==> config.mk <==
export PLATFORM = sky130hd
export DESIGN_NAME = axi_lite_xbar_flat
export DESIGN_NICKNAME = d
export VERILOG_FILES = /design/src/rtl/axi_lite_xbar_if.sv /design/src/rtl/axi_lite_xbar.sv /design/src/flat_wrapper.sv
export SDC_FILE = /design/constraint.sdc
export NUM_CORES = 1
export LEC_CHECK = 0
export ABC_CLOCK_PERIOD_IN_PS = 2300
export CORE_AREA = 5 5 182 184
export CTS_BUF_LIST = sky130_fd_sc_hd__clkbuf_16
export DETAILED_ROUTE_END_ITERATION = 8
export DIE_AREA = 0 0 187 189
export GPL_TIMING_DRIVEN = 0
export PLACE_DENSITY = 0.54
export SYNTH_ARGS = -nofsm -noshare
export SYNTH_HDL_FRONTEND = slang
export SYNTH_SLANG_ARGS = --single-unit
==> constraint.sdc <==
create_clock -name clk -period 2.3 [get_ports clk]
set_clock_uncertainty 0.1 [all_clocks]
set_input_delay 0.46 -clock clk [delete_from_list [all_inputs] [get_ports clk]]
set_output_delay 0.46 -clock clk [all_outputs]
set_load 0.02 [all_outputs]
==> src/rtl/axi_lite_xbar_if.sv <==
// axi_lite_xbar_if: AXI4-Lite bundle whose valid/ready lanes, read data and responses are NS wide.
// Address, write data and strobe are single copies.
// NS=1 describes the upstream master link; NS>1 describes the slave fan-out.
// Ports: none.
// Modports:
//   master - drives AR/AW/W and R/B ready.
//   slave  - drives the AR/AW/W ready signals and the R/B channels.
interface axi_lite_xbar_if #(parameter int NS = 1);
    logic [NS-1:0]    arvalid, arready;
    logic [31:0]      araddr;
    logic [NS-1:0]    rvalid, rready;
    logic [32*NS-1:0] rdata;
    logic [2*NS-1:0]  rresp;
    logic [NS-1:0]    awvalid, awready;
    logic [31:0]      awaddr;
    logic [NS-1:0]    wvalid, wready;
    logic [31:0]      wdata;
    logic [3:0]       wstrb;
    logic [NS-1:0]    bvalid, bready;
    logic [2*NS-1:0]  bresp;
    modport master(output arvalid, araddr, rready, awvalid, awaddr, wvalid, wdata, wstrb, bready,
                   input arready, rvalid, rdata, rresp, awready, wready, bvalid, bresp);
    modport slave(input arvalid, araddr, rready, awvalid, awaddr, wvalid, wdata, wstrb, bready,
                  output arready, rvalid, rdata, rresp, awready, wready, bvalid, bresp);
endinterface

==> src/rtl/axi_lite_xbar.sv <==
// axi_lite_xbar: 1-master, NS-slave AXI4-Lite crossbar with one outstanding transaction.
// An internal responder answers unmapped addresses with DECERR.
// Ports:
//   clk   - clock
//   rst_n - asynchronous reset, active low
//   m     - upstream master link (NS=1 interface, slave modport)
//   s     - slave fan-out (NS-wide interface, master modport); address and write data are broadcast
module axi_lite_xbar #(
    parameter int              NS       = 3,
    parameter logic [32*NS-1:0] SLV_BASE = {32'hA000_0048, 32'hA000_03F8, 32'h8000_0000},
    parameter logic [32*NS-1:0] SLV_MASK = {32'hFFFF_FFF8, 32'hFFFF_FFF8, 32'hF800_0000}
) (
    input  logic              clk,
    input  logic              rst_n,
    axi_lite_xbar_if.slave    m,
    axi_lite_xbar_if.master   s
);
    localparam int SW = NS > 1 ? $clog2(NS) : 1;
    typedef enum logic [3:0] {IDLE, RD_A, RD_D, WR_AW, WR_B, ERR_RA, ERR_RD, ERR_WA, ERR_WB} state_e;
    state_e        state_q, state_d;
    logic [SW-1:0] sel_q, sel_d;
    logic          aw_done_q, aw_done_d, w_done_q, w_done_d;
    logic [NS-1:0] sel_oh;
    logic [SW:0]   rd_dec, wr_dec;
    logic          aw_hs, w_hs;
    // Returns {miss, index}. Scanning from the top lets the lowest hitting index win.
    function automatic logic [SW:0] decode(input logic [31:0] a);
        logic [SW:0] r = {1'b1, {SW{1'b0}}};
        for (int i = NS - 1; i >= 0; i--)
            r = ((a & SLV_MASK[32*i+:32]) == SLV_BASE[32*i+:32]) ? {1'b0, SW'(i)} : r;
        return r;
    endfunction
    always_comb begin
        sel_oh   = NS'(1) << sel_q;
        rd_dec   = decode(m.araddr);
        // A write may open with W alone, so the decode relies on awaddr already being stable.
        wr_dec   = decode(m.awaddr);
        aw_hs    = m.awvalid & !aw_done_q & ((state_q == ERR_WA) | ((state_q == WR_AW) & s.awready[sel_q]));
        w_hs     = m.wvalid & !w_done_q & ((state_q == ERR_WA) | ((state_q == WR_AW) & s.wready[sel_q]));
        m.arready = ((state_q == RD_A) & s.arready[sel_q]) | (state_q == ERR_RA);
        m.rvalid  = (state_q == RD_D) ? s.rvalid[sel_q] : (state_q == ERR_RD);
        m.rdata   = (state_q == RD_D) ? s.rdata[{sel_q, 5'd0} +: 32] : '0;
        m.rresp   = (state_q == RD_D) ? s.rresp[{sel_q, 1'b0} +: 2] : {2{state_q == ERR_RD}};
        m.awready = !aw_done_q & ((state_q == ERR_WA) | ((state_q == WR_AW) & s.awready[sel_q]));
        m.wready  = !w_done_q & ((state_q == ERR_WA) | ((state_q == WR_AW) & s.wready[sel_q]));
        m.bvalid  = (state_q == WR_B) ? s.bvalid[sel_q] : (state_q == ERR_WB);
        m.bresp   = (state_q == WR_B) ? s.bresp[{sel_q, 1'b0} +: 2] : {2{state_q == ERR_WB}};
        s.arvalid = sel_oh & {NS{(state_q == RD_A) & m.arvalid}};
        s.araddr  = m.araddr;
        s.rready  = sel_oh & {NS{(state_q == RD_D) & m.rready}};
        s.awvalid = sel_oh & {NS{(state_q == WR_AW) & m.awvalid & !aw_done_q}};
        s.awaddr  = m.awaddr;
        s.wvalid  = sel_oh & {NS{(state_q == WR_AW) & m.wvalid & !w_done_q}};
        s.wdata   = m.wdata;
        s.wstrb   = m.wstrb;
        s.bready  = sel_oh & {NS{(state_q == WR_B) & m.bready}};
    end
    always_comb begin
        state_d   = state_q;
        sel_d     = sel_q;
        aw_done_d = aw_done_q | aw_hs;
        w_done_d  = w_done_q | w_hs;
        case (state_q)
            IDLE: begin
                if (m.awvalid | m.wvalid) begin
                    state_d   = wr_dec[SW] ? ERR_WA : WR_AW;
                    sel_d     = wr_dec[SW-1:0];
                    aw_done_d = 1'b0;
                    w_done_d  = 1'b0;
                end else if (m.arvalid) begin
                    state_d = rd_dec[SW] ? ERR_RA : RD_A;
                    sel_d   = rd_dec[SW-1:0];
                end
            end
            RD_A:    if (m.arvalid & s.arready[sel_q]) state_d = RD_D;
            RD_D:    if (m.rready & s.rvalid[sel_q]) state_d = IDLE;
            WR_AW:   if (aw_done_d & w_done_d) state_d = WR_B;
            WR_B:    if (m.bready & s.bvalid[sel_q]) state_d = IDLE;
            ERR_RA:  state_d = ERR_RD;
            ERR_RD:  if (m.rready) state_d = IDLE;
            ERR_WA:  if (aw_done_d & w_done_d) state_d = ERR_WB;
            ERR_WB:  if (m.bready) state_d = IDLE;
            default: state_d = IDLE;
        endcase
    end
    always_ff @(posedge clk or negedge rst_n) begin
        if (!rst_n) begin
            state_q   <= IDLE;
            sel_q     <= '0;
            aw_done_q <= 1'b0;
            w_done_q  <= 1'b0;
        end else begin
            state_q   <= state_d;
            sel_q     <= sel_d;
            aw_done_q <= aw_done_d;
            w_done_q  <= w_done_d;
        end
    end
endmodule

==> src/flat_wrapper.sv <==
// flat-port wrapper written by rule: the top's interface ports become plain ports
module axi_lite_xbar_flat 
#(
    parameter int              NS       = 3,
    parameter logic [32*NS-1:0] SLV_BASE = {32'hA000_0048, 32'hA000_03F8, 32'h8000_0000},
    parameter logic [32*NS-1:0] SLV_MASK = {32'hFFFF_FFF8, 32'hFFFF_FFF8, 32'hF800_0000}
)
  (clk, rst_n, m_arvalid, m_araddr, m_rready, m_awvalid, m_awaddr, m_wvalid, m_wdata, m_wstrb, m_bready, m_arready, m_rvalid, m_rdata, m_rresp, m_awready, m_wready, m_bvalid, m_bresp, s_arvalid, s_araddr, s_rready, s_awvalid, s_awaddr, s_wvalid, s_wdata, s_wstrb, s_bready, s_arready, s_rvalid, s_rdata, s_rresp, s_awready, s_wready, s_bvalid, s_bresp);
  axi_lite_xbar_if #(.NS(NS)) m_i ();
  axi_lite_xbar_if #(.NS(NS)) s_i ();
  input  logic clk;
  input  logic rst_n;
  input wire logic [$bits(m_i.arvalid)-1:0] m_arvalid;
  input wire logic [$bits(m_i.araddr)-1:0] m_araddr;
  input wire logic [$bits(m_i.rready)-1:0] m_rready;
  input wire logic [$bits(m_i.awvalid)-1:0] m_awvalid;
  input wire logic [$bits(m_i.awaddr)-1:0] m_awaddr;
  input wire logic [$bits(m_i.wvalid)-1:0] m_wvalid;
  input wire logic [$bits(m_i.wdata)-1:0] m_wdata;
  input wire logic [$bits(m_i.wstrb)-1:0] m_wstrb;
  input wire logic [$bits(m_i.bready)-1:0] m_bready;
  output wire logic [$bits(m_i.arready)-1:0] m_arready;
  output wire logic [$bits(m_i.rvalid)-1:0] m_rvalid;
  output wire logic [$bits(m_i.rdata)-1:0] m_rdata;
  output wire logic [$bits(m_i.rresp)-1:0] m_rresp;
  output wire logic [$bits(m_i.awready)-1:0] m_awready;
  output wire logic [$bits(m_i.wready)-1:0] m_wready;
  output wire logic [$bits(m_i.bvalid)-1:0] m_bvalid;
  output wire logic [$bits(m_i.bresp)-1:0] m_bresp;
  output wire logic [$bits(s_i.arvalid)-1:0] s_arvalid;
  output wire logic [$bits(s_i.araddr)-1:0] s_araddr;
  output wire logic [$bits(s_i.rready)-1:0] s_rready;
  output wire logic [$bits(s_i.awvalid)-1:0] s_awvalid;
  output wire logic [$bits(s_i.awaddr)-1:0] s_awaddr;
  output wire logic [$bits(s_i.wvalid)-1:0] s_wvalid;
  output wire logic [$bits(s_i.wdata)-1:0] s_wdata;
  output wire logic [$bits(s_i.wstrb)-1:0] s_wstrb;
  output wire logic [$bits(s_i.bready)-1:0] s_bready;
  input wire logic [$bits(s_i.arready)-1:0] s_arready;
  input wire logic [$bits(s_i.rvalid)-1:0] s_rvalid;
  input wire logic [$bits(s_i.rdata)-1:0] s_rdata;
  input wire logic [$bits(s_i.rresp)-1:0] s_rresp;
  input wire logic [$bits(s_i.awready)-1:0] s_awready;
  input wire logic [$bits(s_i.wready)-1:0] s_wready;
  input wire logic [$bits(s_i.bvalid)-1:0] s_bvalid;
  input wire logic [$bits(s_i.bresp)-1:0] s_bresp;
  assign m_i.arvalid = m_arvalid;
  assign m_i.araddr = m_araddr;
  assign m_i.rready = m_rready;
  assign m_i.awvalid = m_awvalid;
  assign m_i.awaddr = m_awaddr;
  assign m_i.wvalid = m_wvalid;
  assign m_i.wdata = m_wdata;
  assign m_i.wstrb = m_wstrb;
  assign m_i.bready = m_bready;
  assign m_arready = m_i.arready;
  assign m_rvalid = m_i.rvalid;
  assign m_rdata = m_i.rdata;
  assign m_rresp = m_i.rresp;
  assign m_awready = m_i.awready;
  assign m_wready = m_i.wready;
  assign m_bvalid = m_i.bvalid;
  assign m_bresp = m_i.bresp;
  assign s_arvalid = s_i.arvalid;
  assign s_araddr = s_i.araddr;
  assign s_rready = s_i.rready;
  assign s_awvalid = s_i.awvalid;
  assign s_awaddr = s_i.awaddr;
  assign s_wvalid = s_i.wvalid;
  assign s_wdata = s_i.wdata;
  assign s_wstrb = s_i.wstrb;
  assign s_bready = s_i.bready;
  assign s_i.arready = s_arready;
  assign s_i.rvalid = s_rvalid;
  assign s_i.rdata = s_rdata;
  assign s_i.rresp = s_rresp;
  assign s_i.awready = s_awready;
  assign s_i.wready = s_wready;
  assign s_i.bvalid = s_bvalid;
  assign s_i.bresp = s_bresp;
  axi_lite_xbar #(.NS(NS), .SLV_BASE(SLV_BASE), .SLV_MASK(SLV_MASK)) u_core (.clk(clk), .rst_n(rst_n), .m(m_i), .s(s_i));
endmodule
## Word level (Yosys, flattened, before mapping)

Index checks and enable logic that the tools add are counted.
W data, S select, Z words.

| storage, ports and cells | value |
|---|---|
| bits in registers | 8 |
| output and inout port bits | 238 |
| word-level logic and storage cells | 114 |

| operators by class | value |
|---|---|
| $lt $le $gt $ge | 1 |
| equal/unequal tests | 22 |
| shift operators | 4 |
| multiplexer cells | 39 |
| bitwise logic cells | 31 |
| reduce and logical (&&, ||, !) cells | 13 |

Operators by type and width:

| operator | number |
|---|---|
| $eq A29 B29 Y1 const B | 4 |
| $shiftx A96 B8 Y32 | 1 |
| $mux W4 | 9 |
| $pmux W4 S9 | 1 |
| $mux W32 | 1 |
| $mux W3 | 8 |
| $and A1 B3 Y3 | 7 |
| $reduce_bool A3 Y1 | 7 |
| $eq A4 B3 Y1 const B | 4 |
| $and A3 B1 Y3 | 5 |
| $and A3 B3 Y3 | 5 |
| $ne A2 B2 Y1 const B | 7 |
| $shiftx A6 B4 Y2 | 2 |
| $mux W1 | 11 |
| $bmux W1 S2 | 5 |
| $eq A5 B5 Y1 const B | 2 |
| $and A1 B1 Y1 | 8 |
| $eq A4 B2 Y1 const B | 2 |
| $mux W2 | 4 |
| $reduce_and A8 Y1 | 1 |
| $eq A4 B1 Y1 const B | 1 |
| $eq A4 B4 Y1 const B | 1 |
| $logic_not A4 Y1 | 1 |
| $or A1 B1 Y1 | 4 |
| other kinds (8) | 9 |

## Longest topological paths before layout

| logic depth | value |
|---|---|
| depth in word-level cells | 9 |
| mapped depth | 7 |
| gate-level depth less buffers | 6 |

## Worst setup path before layout

OpenSTA, ideal clock, no wires.

| timing path | value |
|---|---|
| path type | register to output |
| start | register u_core.sel_q[1] |
| end | output s_arvalid[0] |
| arrival | 1.875 ns |
| data required time | 1.740 ns |
| setup slack | -0.135 ns |
| stages on the path, launching flop included | 7 |
| buffers on the path | 3 |
| cell sequence | dfrtp_1 > buf_6 > clkbuf_1 > buf_2 > nor2_1 > nand2_1 > nor4_1 |

| between the ends | value |
|---|---|
| word-level cells in the longest chain between the ends | 2 |

Ends and longest elaborated chain:

| what | RTL line | source |
|---|---|---|
| start: declaration | axi_lite_xbar.sv:21 | `logic [SW-1:0] sel_q, sel_d;` |
| start signal: assignment | axi_lite_xbar.sv:94 | `sel_q <= sel_d;` |
| $shl A1 B2 Y3 | axi_lite_xbar.sv:34 | `sel_oh = NS'(1) << sel_q;` |
| $and A3 B3 Y3 | axi_lite_xbar.sv:48 | `s.arvalid = sel_oh & {NS{(state_q == RD_A) & m.arvalid}};` |
| end: declaration | flat_wrapper.sv:30 | `output wire logic [$bits(s_i.arvalid)-1:0] s_arvalid;` |

No other way between the ends.

## Worst setup path in the final report

| timing path | value |
|---|---|
| start | register u_core.sel_q[1] |
| end | output m_rdata[9] |

| between the ends | value |
|---|---|
| word-level cells in the longest chain between the ends | 2 |

Ends and longest elaborated chain:

| what | RTL line | source |
|---|---|---|
| $shiftx A96 B8 Y32 | axi_lite_xbar.sv:42 | `m.rdata = (state_q == RD_D) ? s.rdata[{sel_q, 5'd0} +: 32] : '0;` |
| $mux W32 | axi_lite_xbar.sv:42 |  |
| end: declaration | flat_wrapper.sv:24 | `output wire logic [$bits(m_i.rdata)-1:0] m_rdata;` |

No other way between the ends.

==> flow_summary.yaml <==
cells_and_area:
  final_net_count: 1200
  postLayoutCellArea_sq_mm: 0.00869
  area_delta_synth_final_pct: 161
  drive_gt1_share_pct: 39.8
  finalNonFillerCells: 1361
placement:
  dpl_cell_area_sq_mm: 0.00761
  gp_congestion: 0.769
  dp_hpwl_um: 18900
  dpl.cell_count: 1322
  port_buffers: 343
cts:
  clock_sinks: 8
  cts_buffer_depth: 2
  cts_tree: "done"
  root_buffer: "clkbuf_16"
  clk_latency_ps: 230
  cts.clk_slew.worst_paths_ps: 40
  postCtsHoldBufs: 0
  htreeDepth: 1
  cts-buffers-inserted: 3
sta:
  final.period_utilization_pct: 105
  min_period_ps: 2420
  maxSlewViolCount: 0
  rsz0062_at_grt: "yes"
  finalSetupViolCount: 32
  finalHoldViolCount: 0
  worst_slack_ps: -118
  max_freq_mhz: 414
detailed_routing:
  drt_iter0_markers: 83
  wl_per_cell_um: 16.3
  routed_wl_um: 22200
  ant_nets: 0
  dr.pass1.iters: 4
  drc: 0
  route.vias.total: 4698
  routed_via_density: 3.45
setup_path:
  timing.rr.start: "u_core.sel_q[1]"
  arrival_ps: 1860
  start_kind: "flop"
  max_stage_delay_ps: 430
  critPathKind: "reg -> out"
  worstReg2RegEnd: "u_core.state_q[1]"
  cp-end-kind: "primary output"
  path_delay_family: "buffers and inverters"
  rrSetupSlack_ps: -60
  cp-startpoint: "u_core.sel_q[1]"
  cp.required_ps: 1740
  r2r_cells: 8
  path_buf_inv: 5
  slowest_stage: "dfrtp_2"
  path_depth: 9
  path_common_cell: "nor2_1"
  cp_max_fo: 6
  path_cells: "buf_8, clkbuf_16, buf_12, buf_6, mux2i_1, nor2_1, a21oi_1, nor2_1, buf_4"
  crit_end: "m_rdata[9]"
global_route:
  grt_pass1_wl_um: 30100
  globalRouteTotalUtil_pct: 11.0
  antenna_found_initial: 3
  grt_max_degree: 11
  grt_pass1_vias: 4925
  grt_overflow: 0
flow_run:
  cap_viol_max_count: 0
pwr:
  p_per_area_mw_per_mm2: 713
  pwr-share-seq_pct: 5.0
  p_leak_nw: 4.06
  p_comb_share_pct: 90.2
  p_int_mw: 3.21
  ir_worst_vdd_uv: 322
  power_switching_mw: 2.98
  clkPwrFrac_pct: 4.7
  swShare_pct: 48.1
die:
  die_h_um: 189
  num_io_pins: 478
  die_w_um: 187
  dieArea_sq_mm: 0.0353
  core_area_sq_mm: 0.0312
  start_util_pct: 10.7
  rows: 65
synth:
  syn-instance-count: 486
  synthArstFlopShare_pct: 100
  ys_ff_latch: 8
  synth-main-ff-cell: "dfrtp_1"
  synth_area_sq_mm: 0.00333
  synth-edff-count: 0
  avgSynthCellArea_sq_um: 6.85
  yosysUniqueCellTypes: 45
  yosysSeqAreaShare_pct: 6.02
  synth_warnings: 0
outcome:
  violations: "setup timing"
  status: "finished, violations left"
hold_path:
  hold_class: "in -> async"
## per-layer routing
| layer | up-vias | GRT usage [%] | routed length, um |
|---|---|---|---|
| li1 | 2312 | - | - |
| met1 | 2085 | 11.4 | 7910 |
| met2 | 282 | 21.6 | 11900 |
| met3 | 15 | 3.89 | 2070 |
| met4 | 4 | 2.19 | 307 |
| met5 | - | 0 | 27 |
## through the flow
stage          total power [mW]  util (%)  hold WS [ps]  setup TNS (ps)  setup WS (ps)
6_report                   6.19      27.8           413           -1280           -118
5_1_grt                    6.58      27.8           443           -3780           -165
4_1_cts                    5.60      26.3           428           -1250           -105
3_5_place_dp               4.38      24.4           444          -52480          -1370
3_3_place_gp               4.39      24.4           439          -52780          -1340
2_1_floorplan              2.62         -          64.4            -119          -59.6
## repair_timing
| action | 4_1_cts | 5_1_grt |
|---|---|---|
| endpoints found under the hold margin | 0 | 0 |
| cloned | 1 | 3 |
| setup buffers | 27 | 7 |
| setup endpoints to repair | 57 | 51 |
| resized for setup | 369 | 91 |
| pin swaps | 17 | 29 |
## flip-flops by register name (all words and copies together), names as in the netlist
name and count:
u_core.sel_q 2, u_core.state_q 4, u_core.w_done_q 1, u_core.aw_done_q 1
## kinds of logic after synthesis
kind of cell	after synthesis	share of synthesized area, %
multiplexers	44	13.6
buffers and inverters	215	46.4
flip-flops	8	6.02
AO/OA/AOI/OAI	63	11.3
other	1	0.113
AND/OR/NAND/NOR	155	22.6
## cell usage in the layout, fill, tap and decap left out, drive strengths merged, types with 8 or more instances in the layout
master and n:
nor3 11, dfrtp 8, dlygate4sd2 16, dlymetal6s2s 14, clkbuf 13, clkdlybuf4s50 266
a21oi 37, nor2 81, conb 92, mux2i 38, nor4 11, buf 285
nor4b 8, nand2 14
## power groups by stage
stage          clock network [mW]  registers, mW  logic [mW]
4_1_cts                     0.303          0.296        5.00
3_5_place_dp                    0          0.288        4.10
3_3_place_gp                    0          0.285        4.11
6_report                    0.294          0.310        5.59
2_1_floorplan                   0          0.256        2.37
5_1_grt                     0.310          0.316        5.95
## how the worst min path moves through the flow
stage | startpoint | endpoint | slack [ps] | cells past startpoint
detailed placement | u_core.aw_done_q | u_core.aw_done_q | 440 | 2
global route | rst_n | u_core.aw_done_q | 440 | 1
finish | rst_n | u_core.aw_done_q | 410 | 1
global placement | u_core.w_done_q | u_core.w_done_q | 440 | 2
CTS | rst_n | u_core.aw_done_q | 430 | 1
floorplan | rst_n | u_core.aw_done_q | 60 | 0
## Yosys cell counts, types with 8 or more instances
cell,count,area share [%]
clkbuf_1,9,1.0
nor4_1,11,2.1
a21oi_1,37,5.6
nor2_1,81,9.1
mux2i_1,38,11
nor3_1,11,1.7
nand2_1,14,1.6
dfrtp_1,8,6.0
nor4b_1,8,2.1
buf_4,192,43
## layout make-up
class	count	area, sq um
clock buffers	3	75.1
flip-flops and latches	8	205
multi-input cells	354	2440
inverters	2	7.51
plain buffers	212	1680
well taps	402	503
diodes	1	2.50
repair buffers	379	3770
fillers	3349	22500
(Power assumes the default switching activity.)
